## src/rtl/mc_pkg.sv

```systemverilog
// Shared definitions for the multi-cycle MIPS-subset control path:
// FSM states, opcode/funct encodings and ALU operation selects.
package mc_pkg;

   typedef enum logic [3:0] {
      S_FETCH,
      S_DECODE,
      S_MEMADR,
      S_MEMRD,
      S_MEMWB,
      S_MEMWR,
      S_REX,
      S_RWB,
      S_BEQ,
      S_ADDIEX,
      S_ADDIWB,
      S_JMP,
      S_HALT
   } state_t;

   localparam logic [5:0] OP_RTYPE = 6'h00;
   localparam logic [5:0] OP_LW    = 6'h23;
   localparam logic [5:0] OP_SW    = 6'h2B;
   localparam logic [5:0] OP_BEQ   = 6'h04;
   localparam logic [5:0] OP_ADDI  = 6'h08;
   localparam logic [5:0] OP_J     = 6'h02;

   localparam logic [5:0] F_ADD = 6'h20;
   localparam logic [5:0] F_SUB = 6'h22;
   localparam logic [5:0] F_AND = 6'h24;
   localparam logic [5:0] F_OR  = 6'h25;

   localparam logic [3:0] ALU_AND = 4'b0000;
   localparam logic [3:0] ALU_OR  = 4'b0001;
   localparam logic [3:0] ALU_ADD = 4'b0010;
   localparam logic [3:0] ALU_SUB = 4'b0110;

endpackage

```

## src/rtl/mc_funct_decode.sv

```systemverilog
// R-type funct field to ALU operation select, with a legality flag.
// Unknown functs fall back to AND so the ALU input stays defined.
module mc_funct_decode
   import mc_pkg::*;
(
   input  logic [5:0] funct,
   output logic [3:0] alu_op,
   output logic       legal
);

   always_comb begin
      alu_op = ALU_AND;
      legal  = 1'b1;
      case (funct)
         F_ADD:   alu_op = ALU_ADD;
         F_SUB:   alu_op = ALU_SUB;
         F_AND:   alu_op = ALU_AND;
         F_OR:    alu_op = ALU_OR;
         default: legal  = 1'b0;
      endcase
   end

endmodule

```

## src/rtl/mc_control_unit.sv

```systemverilog
// Multi-cycle control FSM: sequences fetch/decode/execute/memory/write-back,
// drives datapath selects and the ALU op, counts retired instructions.
module mc_control_unit
   import mc_pkg::*;
#(
   parameter int ALU_OP_W = 4,
   parameter int CNT_W    = 32
) (
   input  logic                clk,
   input  logic                reset,
   input  logic [5:0]          opcode,
   input  logic [5:0]          funct,
   input  logic                alu_zero,
   input  logic                mem_ready,
   output logic                pc_en,
   output logic                iord,
   output logic                mem_read,
   output logic                mem_write,
   output logic                ir_write,
   output logic                reg_dst,
   output logic                mem_to_reg,
   output logic                reg_write,
   output logic                alu_src_a,
   output logic [1:0]          alu_src_b,
   output logic [1:0]          pc_src,
   output logic [ALU_OP_W-1:0] alu_op,
   output logic                illegal,
   output logic [CNT_W-1:0]    instret
);

   state_t     state;
   state_t     state_n;
   logic [3:0] op;
   logic [3:0] f_op;
   logic       f_legal;
   logic       retire;
   logic       set_ill;

   mc_funct_decode u_fdec (
      .funct  (funct),
      .alu_op (f_op),
      .legal  (f_legal)
   );

   assign alu_op = ALU_OP_W'(op);

   always_ff @(posedge clk) begin
      if (reset) begin
         state   <= S_FETCH;
         illegal <= 1'b0;
         instret <= '0;
      end else begin
         state <= state_n;
         if (set_ill)
            illegal <= 1'b1;
         if (retire)
            instret <= instret + CNT_W'(1);
      end
   end

   always_comb begin
      state_n    = state;
      pc_en      = 1'b0;
      iord       = 1'b0;
      mem_read   = 1'b0;
      mem_write  = 1'b0;
      ir_write   = 1'b0;
      reg_dst    = 1'b0;
      mem_to_reg = 1'b0;
      reg_write  = 1'b0;
      alu_src_a  = 1'b0;
      alu_src_b  = 2'b00;
      pc_src     = 2'b00;
      op         = ALU_AND;
      retire     = 1'b0;
      set_ill    = 1'b0;
      case (state)
         S_FETCH: begin
            mem_read  = 1'b1;
            alu_src_b = 2'b01;
            op        = ALU_ADD;
            if (mem_ready) begin
               ir_write = 1'b1;
               pc_en    = 1'b1;
               state_n  = S_DECODE;
            end
         end
         S_DECODE: begin
            // speculative branch target: PC + (imm << 2)
            alu_src_b = 2'b11;
            op        = ALU_ADD;
            case (opcode)
               OP_LW, OP_SW: state_n = S_MEMADR;
               OP_RTYPE:     state_n = S_REX;
               OP_BEQ:       state_n = S_BEQ;
               OP_ADDI:      state_n = S_ADDIEX;
               OP_J:         state_n = S_JMP;
               default: begin
                  state_n = S_HALT;
                  set_ill = 1'b1;
               end
            endcase
         end
         S_MEMADR: begin
            alu_src_a = 1'b1;
            alu_src_b = 2'b10;
            op        = ALU_ADD;
            state_n   = (opcode == OP_LW) ? S_MEMRD : S_MEMWR;
         end
         S_MEMRD: begin
            iord     = 1'b1;
            mem_read = 1'b1;
            if (mem_ready)
               state_n = S_MEMWB;
         end
         S_MEMWB: begin
            reg_write  = 1'b1;
            mem_to_reg = 1'b1;
            retire     = 1'b1;
            state_n    = S_FETCH;
         end
         S_MEMWR: begin
            iord      = 1'b1;
            mem_write = 1'b1;
            if (mem_ready) begin
               retire  = 1'b1;
               state_n = S_FETCH;
            end
         end
         S_REX: begin
            alu_src_a = 1'b1;
            op        = f_op;
            if (f_legal) begin
               state_n = S_RWB;
            end else begin
               state_n = S_HALT;
               set_ill = 1'b1;
            end
         end
         S_RWB: begin
            reg_write = 1'b1;
            reg_dst   = 1'b1;
            retire    = 1'b1;
            state_n   = S_FETCH;
         end
         S_BEQ: begin
            // alu_zero is high on a non-zero difference, so taken = low
            alu_src_a = 1'b1;
            op        = ALU_SUB;
            pc_src    = 2'b01;
            pc_en     = ~alu_zero;
            retire    = 1'b1;
            state_n   = S_FETCH;
         end
         S_ADDIEX: begin
            alu_src_a = 1'b1;
            alu_src_b = 2'b10;
            op        = ALU_ADD;
            state_n   = S_ADDIWB;
         end
         S_ADDIWB: begin
            reg_write = 1'b1;
            retire    = 1'b1;
            state_n   = S_FETCH;
         end
         S_JMP: begin
            pc_src  = 2'b10;
            pc_en   = 1'b1;
            retire  = 1'b1;
            state_n = S_FETCH;
         end
         S_HALT:  state_n = S_HALT;
         default: state_n = S_FETCH;
      endcase
      if (reset) begin
         pc_en      = 1'b0;
         iord       = 1'b0;
         mem_read   = 1'b0;
         mem_write  = 1'b0;
         ir_write   = 1'b0;
         reg_dst    = 1'b0;
         mem_to_reg = 1'b0;
         reg_write  = 1'b0;
         alu_src_a  = 1'b0;
         alu_src_b  = 2'b00;
         pc_src     = 2'b00;
         op         = ALU_AND;
         retire     = 1'b0;
         set_ill    = 1'b0;
      end
   end

endmodule

```

## config.mk

```make
export PLATFORM = sky130hd
export DESIGN_NAME = mc_control_unit
export DESIGN_NICKNAME = d
export VERILOG_FILES = /design/src/rtl/mc_pkg.sv /design/src/rtl/mc_funct_decode.sv /design/src/rtl/mc_control_unit.sv
export SDC_FILE = /design/constraint.sdc
export NUM_CORES = 1
export LEC_CHECK = 0
export CAP_MARGIN = 20
export CORE_MARGIN = 3
export CORE_UTILIZATION = 45
export DETAILED_ROUTE_END_ITERATION = 16
export PLACE_DENSITY = 0.77
export REMOVE_ABC_BUFFERS = 1
export SYNTH_ARGS = -nofsm -noshare
export SYNTH_HDL_FRONTEND = slang
export SYNTH_SLANG_ARGS = --single-unit
```

## constraint.sdc

```tcl
create_clock -name clk -period 1.9 [get_ports clk]
set_input_delay 0.38 -clock clk [delete_from_list [all_inputs] [get_ports clk]]
set_output_delay 0.38 -clock clk [all_outputs]
set_load 0.005 [all_outputs]
```

-- Word level (Yosys, flattened, before mapping)
Index checks and enable logic that the tools add are counted.
- output and inout port bits: 50
- register bits: 37
- input bits: 16
- logic and storage cells: 82
- reduce and logical (&&, ||, !) cells: 13
- bitwise operators: 1
- add/subtract/negate cells: 1
- equal/unequal tests: 24
- mux-type cells: 40
- operator list (cell ; count):
    equality test 6 bit (second input constant) ; 6
    adder 32 x 1 -> 32 bit (second input constant) ; 1
    one-hot mux 4 bit (8 select lines) ; 1
    2-to-1 mux 1 bit ; 23
    equality test 4 bit (second input constant) ; 5
    2-to-1 mux 4 bit ; 5
    one-hot mux 4 bit (5 select lines) ; 1
    equality test 4 x 3 -> 1 bit (second input constant) ; 4
    one-hot mux 4 bit (3 select lines) ; 1
    OR reduction 4 bit ; 3
    one-hot mux 3 bit (3 select lines) ; 1
    equality test 4 x 2 -> 1 bit (second input constant) ; 2
    OR reduction 2 bit ; 4
    equality test 6 x 2 -> 1 bit (second input constant) ; 1
    equality test 6 x 3 -> 1 bit (second input constant) ; 1
    equality test 6 x 4 -> 1 bit (second input constant) ; 1
    zero test 6 bit ; 1
    != test 2 bit (second input constant) ; 3
    one-hot mux 2 bit (3 select lines) ; 1
    OR reduction 6 bit ; 1
    OR reduction 5 bit ; 1
    equality test 4 x 1 -> 1 bit (second input constant) ; 1
    zero test 4 bit ; 1
    2-to-1 mux 2 bit ; 2
    other kinds (7) ; 8

-- Logic depth before layout (Yosys ltp)
Gate-level depths: netlist of run 1.
- depth in word-level cells: 6
- depth in mapped cells: 8
- depth with buffers taken out: 5

-- Hierarchy
A second synthesis of run 1 with hierarchy kept.
- cell total of the unflattened synthesis: 315
- area total of the unflattened synthesis: 2387.3 um2
- modules (own cells, without submodules) (module ; area each (um2) ; instances ; sequential area each (um2) ; cells an instance):
    mc_control_unit ; 2322.2 ; 1 ; 740.7 ; 306
    mc_funct_decode ; 65.1 ; 1 ; 0.0 ; 9

-- Worst setup path before layout of run 1
OpenSTA, ideal clock, no wires.
- kind: register to register
- start point: reg instret[2]
- end point: reg instret[21]
- required time: 1830 ps
- arrival: 1712 ps
- path buffers: 1
- setup time: 70 ps
- slack: 117 ps
- period minus slack after synthesis: 1783 ps
- stages on the path, launching flop included: 7
- cells stage by stage: dfxtp_1 nand4_2 nor4_4 nand4_1 buf_2 or4_1 a21oi_1
- cells in the longest elaborated chain, start to end: 1
- RTL lines (what ; RTL line ; text):
    from (decl) ; mc_control_unit.sv:28 ; output logic [CNT_W-1:0] instret
    from (signal assigned) ; mc_control_unit.sv:57 ; instret <= instret + CNT_W'(1);
    adder 32 x 1 -> 32 bit ; mc_control_unit.sv:57 ;
No other way between the ends.
A chain may end at the register's enable or synchronous reset.

-- Final worst setup path of run 1
- start point: reg state[0]
- end point: out alu_src_a
- cells in the longest elaborated chain, start to end: 4
- elaborated cells between the ends (all ways): 7
- those cells by class: eq/ne (4); mux (2); reduce/logical (1)
- RTL lines (what ; RTL line ; text):
    from (decl) ; mc_control_unit.sv:31 ; state_t state;
    from (signal assigned) ; mc_control_unit.sv:53 ; state <= state_n;
    equality test 4 x 3 -> 1 bit, or another cell as far along ; mc_control_unit.sv:77 ; case (state)
    OR reduction 4 bit (no line) * ; -- ;
    2-to-1 mux 1 bit * ; mc_control_unit.sv:77 ;
    2-to-1 mux 1 bit * ; mc_control_unit.sv:175 ; if (reset) begin
    to (decl) ; mc_control_unit.sv:23 ; output logic alu_src_a,
Mark *: on every way between the ends. The rest lies on a longest branch, timed or not.

==> results of run 1 <==
state kept, by name, summed over array words and instances (netlist names):
signal   count
instret     32
state        4
illegal      1
cells in the final DEF, fill, tap and decap left out, types with 10 or more instances in the layout:
master / Yosys / layout
buf_6: 0 / 11
o21ai_0: 21 / 19
clkdlybuf4s50_1: 0 / 42
buf_4: 1 / 64
a21oi_1: 30 / 22
nand2_1: 21 / 19
or3_1: 14 / 10
xor2_1: 14 / 14
nand4_1: 10 / 10
nor2_1: 30 / 25
nand3_1: 16 / 15
dfxtp_1: 37 / 27
worst reg2reg max path, cell delays in order, from the launching register on:
cell and delay (ps):
dfxtp_4 410, buf_6 120, nor2b_4 40, buf_6 110, o22ai_4 150, nand4_1 190, buf_4 200, buf_6 130
buf_4 130, o31ai_1 230, a21oi_1 100
kinds of logic (layout without fill, tap and decap cells):
kind of cell | Yosys count | count (layout)
mux | 1 | 1
buf+inv | 28 | 155
fa+ha+maj | 1 | 1
flops | 37 | 37
simple gates | 144 | 144
compound gates | 72 | 72
other cells | 1 | 1
xor+xnor | 15 | 15
through the flow:
step | setup slack [ps] | util (%)
after floorplan | -360 | -
after global placement | -408 | 69.4
after detailed placement | -437 | 69.4
after CTS | -210 | 74.5
after global routing | -120 | 80.1
final | -51.4 | 80.1
how the worst min path moves through the flow:
stage,start,end,slack [ps],cells past startpoint
after floorplan,reset,instret[13],450,1
after global placement,instret[31],instret[31],470,2
after detailed placement,instret[31],instret[31],490,2
after CTS,instret[31],instret[31],500,2
after global routing,instret[31],instret[31],520,2
final,instret[31],instret[31],500,2
timing repair:
action / in CTS / in global routing
setup buffers: 9 / 11
setup endpoints to repair: 27 / 30
resized for setup: 55 / 63
cloned: 0 / 1
pin swaps: 10 / 29
power breakdown:
group | switching, mW | internal [mW]
Sequential | 0.0152 | 0.782
Clock | 0.293 | 0.428
Combinational | 0.165 | 0.179
layer usage:
layer / vias up / track usage, % / wire length, microns
met3: 32 / 4.46 / 400
met2: 114 / 39.4 / 3980
li1: 1342 / - / -
met4: 0 / 9.96 / 366
met5: - / 0 / 0
met1: 1368 / 30.2 / 3420
cell usage after synthesis, types with 5 or more instances:
cell	instances	area, sq um
xor2_1	14	123
nand3_1	16	80.1
nand4_1	10	62.6
or3_1	14	87.6
nand2b_1	6	37.5
inv_1	8	30.0
nor2_1	30	113
nand2_1	21	78.8
and3_1	8	50.1
dfxtp_1	37	741
clkbuf_1	13	48.8
nor3_1	10	50.1
o21ai_0	21	105
nor2b_1	5	31.3
a21oi_1	30	150
cell type report:
cell class | count | area share, %
timing repair buffer | 139 | 31.7
tap | 67 | 2.19
clock inverter | 1 | 0.784
inverter | 8 | 0.784
multi-input combinational | 234 | 42.4
clock buffer | 7 | 2.25
sequential | 37 | 19.9
==> out/results.txt, run 1 <==
The top-level port count came out at 66. Dividing the detail-routed wire length by the instance count gives 16.6 microns. IR analysis of the VDD net gives a maximum drop of 0.376 mV. The synthesized instance count was 299; the logic depth of the worst register-to-register path was 10. STA puts the critical path data required time at 1520 ps. The synthesized netlist occupies a cell area of 2260 sq um. The capturing element type of the critical path is an output pin. The per-cell via count in the routed design came out at 5.79.

The antenna diode count was 0; the final count of negative-setup-slack endpoints was 5. The tools report the H-tree depth reported by CTS as 2. Based on the critical path, the design can be clocked at up to 512 MHz. Number of library cell types mapped by synthesis: 49. In this run the worst setup path terminates at alu_src_a. Setup repair after global routing could not meet its margin everywhere.

The top flip-flop cell by instance count after synthesis was dfxtp_1. Summing the areas of all compound-gate instances in the mapped netlist gives 19.4% of the synthesized area. The run gives 300 ps as the later-pin clock latency in the skew report. After synthesis, the largest family of logic cells by area is simple AND/OR/NAND/NOR gates. Clock-pin slew was measured on the worst setup and hold paths at 80 ps. For the violation count after the first detailed-routing iteration, the log shows 158.

In this run, post-CTS hold repair placed 0 buffers. Yosys printed 0 warnings. The filler cells instantiated in the layout total 293.

The xor/xnor cell area share of the yosys netlist came out at 5.81%. In the synthesized netlist, mux cells make up 0.498% of the area. Setup total negative slack on the finished layout was measured at -109 ps.

The tools report the final non-filler cell total as 493. Data on the critical path arrives at its endpoint at 1570 ps. The reg-to-reg critical path endpoint was instret[31]. The logs give -51.4 ps for the post-layout worst setup margin and 0 for the global-route congestion overflow total.

The tools report the final total power as 1.86 mW. In the final layout, the share of cells above drive strength 1 is 34.3%. The all-layer global routing usage was 23.8%. The count of buffers added on input and output ports is 64. No sink is reached through more buffers than the 2 on the longest clock path. The logs give 0 for the number of endpoints with negative hold slack in the final report and 11700 microns for the global-route wire length before repair.

At the end of routability-driven placement, the weighted congestion stood at 0.859. The critical path goes through buf_6, nand2b_4, nor2_2, buf_4, a21oi_1, nor2_1, buf_2. Summed over all nets, the half-perimeter wirelength after detailed placement is 4960 microns. The tool flagged a number of max-cap violations equal to 0.

Kind of cell adding the most delay to the critical path: simple AND/OR/NAND/NOR gates. Sequential cells were found to cover 32.8% of the synthesized design area. Buffers inserted during clock tree synthesis total 5.

The tree is rooted in a clkbuf_8. The type of element launching the critical path was a flop. The largest single stage delay on the critical path is 380 ps.

The starting density of the core is 47.2%, and the register-to-register setup slack is -20 ps. After detailed routing, the total wire length is 8170 microns. The area share of fa/ha/maj cells after synthesis came out at 0.553%. The clock arrives with 9.11 ps of skew.

For the remaining antenna violation count, the log shows 0. In this run the core area contains 25 standard-cell rows. The number of antenna violations at the first check in global routing was 0. The number of gates on the worst path with buffers counted is 7, and the number of clock sinks is 37.

Buffering stage count on the worst path with inverters included: 3. Summed over all cells, the static leakage comes to 1.57 nW. Of all nets on the critical path, the largest fanout is 7. For the area of the die, the log shows 5910 sq um. The type of the most critical hold path is reg -> reg. Footprint of the flip-flops and latches: 763 sq um. The width of the die is 76.9 microns, and the total DRC errors in the routed layout is 0. The core region is 4790 sq um. Hold is met by 504 ps. The run finished, with violations left. The number of register bits inferred by synthesis came out at 37. The number of global-route vias before repair was 2612; the largest net degree at the start of global routing was 25. The mean cell area of the mapped netlist came out at 7.56 sq um. The checks that failed: setup timing. The worst-path cell with the longest stage delay is dfxtp_4. The tools report the number of iterations in the first detailed-routing pass as 4. Counting flops with an async set or reset pin after synthesis yields a share of 0%. The worst register-to-register path begins at state[0]. Dividing total power by cell area gives a power density of 486 nW/um^2. In this run the cell area measured after placement is 3320 sq um. For this block, the via count after detailed routing is 2856.

The tools report the area taken by multi-input logic gates as 1620 sq um. Count of flip-flops with a built-in enable after synthesis: 0. The run gives 466 as the number of placed instances with taps included. The final layout contains 442 nets. In the finished design, the share of the clock period the worst path needs comes to 103%.

The vertical die dimension is 76.9 microns. The area growth from synthesis to layout is 69.5%. The worst path in the final design needs a cycle of 1950 ps, including I/O delays and setup. TritonCTS built the clock tree. After Yosys synthesis, and, or, nand and nor cells account for 35.8% of the synthesized area. The finished cells cover 3830 sq um.

For the final number of max-transition violations, the log shows 0. The beginning of the critical path was state[0]. The critical path is of the reg -> out type.
Note: power is estimated with default switching activity, not from simulation.
==> run 2, diff against run 1 <==
--- a/config.mk
+++ b/config.mk
@@ -8,6 +8,7 @@
 export CAP_MARGIN = 20
 export CORE_MARGIN = 3
 export CORE_UTILIZATION = 45
+export CTS_BUF_LIST = sky130_fd_sc_hd__clkbuf_4 sky130_fd_sc_hd__clkbuf_8 sky130_fd_sc_hd__clkbuf_16
 export DETAILED_ROUTE_END_ITERATION = 16
 export PLACE_DENSITY = 0.77
 export REMOVE_ABC_BUFFERS = 1
==> out/results.txt, run 2 (synthesis gave the netlist of run 1 again) <==
The run finished, with violations left. The final reports fail on setup timing. Leaving out fill and tap cells, the most frequent cell in the layout is buf_4. Across the run, the number of max-cap violations was 0.

The worst-path maximum fanout is 5. For this run the aggregate overflow at the end of global routing stands at 0. The post-route cell area was 3920 sq um; the largest net degree at the start of global routing was 25. The tree is rooted in a clkbuf_8. The number of cells on the worst reg-to-reg path is 7. Critical path's largest stage delay: 460 ps. The internal portion of total power was 1.41 mW. The die covers 5910 sq um. The CTS buffer count is 5, and the later-pin clock latency in the skew report is 290 ps. For this configuration, the core starts out at a cell density of 47.2%.

The share of total power dissipated in sequential elements is 42.3%. TritonCTS built the clock tree. In the routed layout, each cell is associated on average with a via count of 5.71. Global routing used 24.1% of the available tracks. The maximum buffer depth of the clock tree was 2; the number of antenna violations at the first check in global routing was 0. At the worst endpoint, the arrival time is 2220 ps. The count of buffers added on input and output ports is 64. Once placement finished, the instance area stood at 3320 sq um. Across the VDD grid, the largest voltage drop is 0.373 mV. The category of the critical setup timing path is reg -> reg. Setup violations remaining at the end of the flow were counted as 15.

Largest clock skew in the final design: 3.88 ps. The type of the most critical hold path is reg -> reg. The clock-pin slew of the registers on the worst-case setup and hold paths is 70 ps, and the total DRC errors in the routed layout is 0. Routability congestion estimate from global placement: 0.859. The final total power is 1.88 mW.

The wire length after detailed routing is 8190 microns, and the floorplan row count is 25. The cell depth of the worst hold path is 2, and the top achievable clock speed is 501 MHz. Clock tree synthesis found a total of 37 sinks.

Among cell families on the critical path, the largest total delay comes from simple AND/OR/NAND/NOR gates. Post-layout worst setup margin: -94.2 ps. The critical path goes through buf_4, nand2b_4, o22ai_4, nand4_1, buf_6, or4_1, a21oi_1. The proportion of layout cells with a drive suffix above 1 is 37.1%, and the H-tree depth reported by CTS is 2.

The smallest hold slack is 503 ps, and the buffering stage count on the worst path with inverters included is 2. Violation count after the first detailed-routing iteration: 171. The share of total power dissipated in the clock network is 38.6%.

The flip-flop count of the largest register after layout is 32, and the part of the power in combinational logic is 19.1%. The top cell types in the final layout, fill and taps aside, are buf_4, clkdlybuf4s50_1, dfxtp_1. The post-detailed-placement half-perimeter wirelength is 4960 microns. In this run the remaining antenna-violating nets after routing total 0. The part of the cycle the worst path needs works out to 105%. For this design, the slowest cell found on the critical path is or4_1. Summed over all nets, the switching power comes to 0.472 mW. The run gives 0 as the number of endpoints with negative hold slack in the final report. Dividing the detail-routed wire length by the instance count gives 16.4 microns. 0 antenna diodes ended up in the layout. The power density normalized to cell area came out at 480 nW/um^2. In this run the vertical extent of the chip is 76.9 microns.

For the global-route wire length before repair, the log shows 11900 microns. The routed layout has 2846 vias. The net switching share of the total power works out to 25.1%. The floorplan step set the die width to 76.9 microns. Timing analysis after detailed placement gives a worst setup slack of -437 ps. The placeable core area was 4790 sq um; the leakage power was 1.61 nW. The worst setup path is launched from a flop. The layout overhead on the synthesized area was 73.5%. Setup repair after global routing could not meet its margin everywhere. STA classifies the critical path endpoint as a flop. Data on the critical path is required at its endpoint by 2130 ps. The register with the most flip-flops was instret. The clock period minus final worst setup slack was 1990 ps; the number of gates on the worst path with buffers counted was 7. The tools report the number of global-route vias before repair as 2648. The first detailed-routing pass ran for 4 iterations. The final number of max-transition violations is 0, and the total number of nets in the final design is 447.

During I/O placement, the number of pins put on the boundary was 66. In the final layout, the registers with the most flip-flops are instret (32), state (4), illegal (1).
## run 2: through the flow
stage | cells | utilization (%) | TNS [ps]
after detailed placement | 466 | 69.4 | -10250
final | 498 | 82.0 | -594
after CTS | 483 | 74.7 | -397
after global placement | 466 | 69.4 | -9300
after floorplan | 279 | - | -3250
after global routing | 498 | 82.0 | -1810
## run 2: final cells by class
class	count	area [sq um]
Multi-Input combinational cell	234	1660
Clock inverter	1	30.0
Fill cell	267	862
Clock buffer	7	90.1
Inverter	8	30.0
Sequential cell	37	761
Timing Repair Buffer	144	1260
Tap cell	67	83.8
## run 2: routing by layer
layer / wire, microns / up-vias / global-route usage (%)
met5: 0 / - / 0
met4: 272 / 0 / 9.78
met3: 456 / 28 / 4.58
met2: 4030 / 118 / 40.9
met1: 3430 / 1347 / 29.9
li1: - / 1353 / -
## run 2: worst paths after layout
path / startpoint / endpoint / slack (ps)
min: instret[31] / instret[31] / 500
min reg2reg: instret[31] / instret[31] / 500
max: state[2] / instret[31] / -90
max reg2reg: state[2] / instret[31] / -90
## run 2: power groups by stage
| stage | Sequential, mW | Clock, mW | Combinational (mW) |
|---|---|---|---|
| floorplan | 0.822 | 0 | 0.0977 |
| global placement | 0.817 | 0 | 0.276 |
| detailed placement | 0.816 | 0 | 0.280 |
| CTS | 0.796 | 0.731 | 0.299 |
| global route | 0.797 | 0.778 | 0.385 |
| finish | 0.797 | 0.727 | 0.360 |
## run 2: worst min-delay path: stages (launching register included)
cell	delay (ps)
dfxtp_1	330
o31ai_1	70
a21oi_1	60
## run 2: timing repair
| item | CTS | global route |
|---|---|---|
| pin swaps | 10 | 35 |
| setup buffers | 9 | 15 |
| hold buffers | 0 | 0 |
| endpoints found under the setup margin | 27 | 30 |
| gates cloned | 0 | 1 |
| resized for setup | 56 | 75 |
==> RTL edit: new RTL, settings of run 2 <==
Change the parameter `ALU_OP_W` from 4 to 5.
--- a/src/rtl/mc_control_unit.sv
+++ b/src/rtl/mc_control_unit.sv
@@ -4,5 +4,5 @@
    import mc_pkg::*;
 #(
-   parameter int ALU_OP_W = 4,
+   parameter int ALU_OP_W = 5,
    parameter int CNT_W    = 32
 ) (
Ports: changed (resized alu_op); port bits go from 66 to 67. The function was not compared with the original's and may differ.
==> RTL edit against run 2 <==
Power is 9.6% lower. Clock power decreased by 24%. Global-route usage is 0.31 points lower. Routed wire length down 0.34%. Final area down 3.2%. Setup slack better by 0.024 ns. Via count down 0.67%. Sequential cell count did not move. Count of clock-buffer cells in the layout shrank 2. Non-clock buffer count shrank 11. Die area is 0.31% higher. Synthesized area rose by 0.33%. The run still ends with setup timing left. Register-to-register slack improved by 0.03 ns. Core utilization decreased by 2.6 points.
==> RTL edit: results (changes against run 2) <==
* Slowest stage delay, CP at 0.39 ns (-0.07 ns)
* Biggest registers after layout: instret x32, state x4, illegal x1
* Synth top cells by count: 37 x dfxtp_1, 30 x a21oi_1, 30 x nor2_1
* Worst vdd ir at 0.372 mV (-0.44%)
* Iteration-0 DRC Markers at 165 (-3.5%)
* Detailed Routing Iterations Pass 1 at 4 (unchanged)
* Violated checks: setup timing
* Internal reg-to-reg setup slack at -0.06 ns (+0.03 ns)
* Filler instances at 306 (+15%)
* Setup ws final at -0.0702 ns (+0.0239 ns)
* PortBufs at 64 (unchanged)
* Antenna fix cells at 0 (unchanged)
* First-pass GRT wire length at 11.7 mm (-1.3%)
* CP max stage cell: dfxtp_4
* Register area share after synthesis at 0.327 (-0.00108)
* Placer congestion estimate at 0.890 (+3.6%)
* Worst hold stages at 2 (unchanged)
* Leakage at 1.53 nW (-4.6%)
* Crit path max-delay family: buffers and inverters
* Post-DP Area at 3310 sq um (-0.34%)
* Synth cell types at 49 (unchanged)
* PD cells at 448 nW/um^2 (-6.6%)
* Total GRT Usage at 0.238 (-0.00312)
* Clk Latency, worst-skew pair at roughly 0.30 ns
* Largest net degree at the start of global routing at 21 (-16%)
* Clock skew at 0.00473 ns (+0.000850 ns)
* Setup violators final at 7 (-8)
* Net Sw Frac at 0.288 (+0.0372)
* Post-DRT Antenna Nets at 0 (unchanged)
* Status: complete, but fails checks
* Share of cells above drive strength 1 at 0.337 (-0.0339)
* Worst R2R Path Depth at 6 (-1)
* Worst path arrival time at 1.59 ns (-0.63 ns)
* DR vias/cell at 5.79 (+1.4%)
* Hold endpoint: instret[31]
* Vias in the first global route at 2581 (-2.5%)
* Largest cells by area after synthesis: dfxtp_1 33%, a21oi_1 6.6%, xor2_1 5.4%
* RR Startpoint: instret[4]
* DP Wirelength at 4.93 mm (-0.63%)
* Slew Viols, Final at 0 (unchanged)
* HP Class: flop to flop
* Routed wire length at 8.16 mm (-0.34%)
* Antenna violations before repair at 0 (unchanged)
* Final nets at 437 (-2.2%)
* TritonCTS Buffers at 5 (unchanged)
==> RTL edit: cell types whose count changed in the layout (fill, tap and decap cells not counted), sizes merged <==
cell / before / now
buf: 85 / 74
bufinv: 1 / 0
clkbuf: 11 / 6
clkdlybuf4s15: 1 / 3
clkinv: 0 / 2
clkinvlp: 0 / 1
conb: 1 / 2
dlymetal6s2s: 7 / 8
==> RTL edit: repair_timing <==
item,4_1_cts,5_1_grt
resized for setup,61,59
setup endpoints to repair,19,29
setup buffers,8,7
pin swaps,12,25
hold buffers,0,0
endpoints found under the hold margin,0,0
==> RTL edit: worst max path at each step <==
stage,start,end
final,state[1],reg_write
after global routing,state[1],reg_write
after CTS,reset,ir_write
after detailed placement,reset,ir_write
after global placement,reset,ir_write
after floorplan,state[2],instret[27]
==> RTL edit: tightest hold or removal path: cells and delay by family (launching register included) <==
family	cells	cell delay, ns
compound gates	2	0.12
flops	1	0.35
==> RTL edit: layer usage <==
metal,GRT usage,vias to the layer above,part of all wire
met4,0.0996,0,0.036
li1,-,1328,-
met1,0.289,1323,0.39
met2,0.411,136,0.51
met5,0,-,0
met3,0.0446,40,0.065
==> RTL edit: power groups by stage <==
stage	combinational [W]	clock (W)	sequential (W)
2_1_floorplan	0.0000981	0	0.000822
3_3_place_gp	0.000276	0	0.000816
3_5_place_dp	0.000279	0	0.000816
4_1_cts	0.000303	0.000552	0.000796
5_1_grt	0.000370	0.000588	0.000801
6_report	0.000349	0.000555	0.000800
==> RTL edit: logic make-up after synthesis <==
| group | count (synthesis) | share of synthesized area |
|---|---|---|
| AND/OR/NAND/NOR | 144 | 0.357 |
| AO/OA/AOI/OAI | 72 | 0.193 |
| flip-flops | 37 | 0.327 |
| buffers and inverters | 29 | 0.0535 |
| XOR/XNOR | 15 | 0.0579 |
| adder cells (fa/ha/maj) | 1 | 0.00551 |
| other | 1 | 0.00165 |
| multiplexers | 1 | 0.00496 |
==> RTL edit: layout make-up <==
| type | instances | area (sq um) | area share |
|---|---|---|---|
| clock buffers | 5 | 68.8 | 0.0181 |
| clock inverters | 3 | 17.5 | 0.00461 |
| inverters | 8 | 30.0 | 0.00791 |
| multi-input cells | 235 | 1650 | 0.435 |
| flip-flops and latches | 37 | 756 | 0.199 |
| well taps | 67 | 83.8 | 0.0221 |
| repair buffers | 133 | 1190 | 0.313 |
==> RTL edit: through the flow <==
stage,setup slack (ns),instances,TNS (ns),hold slack [ns],util
3_3_place_gp,-0.406,465,-8.87,0.471,0.692
5_1_grt,-0.106,488,-1.03,0.531,0.794
2_1_floorplan,-0.360,280,-3.25,0.449,-
3_5_place_dp,-0.451,465,-9.51,0.476,0.692
6_report,-0.0702,488,-0.222,0.504,0.794
4_1_cts,-0.120,481,-0.420,0.486,0.737
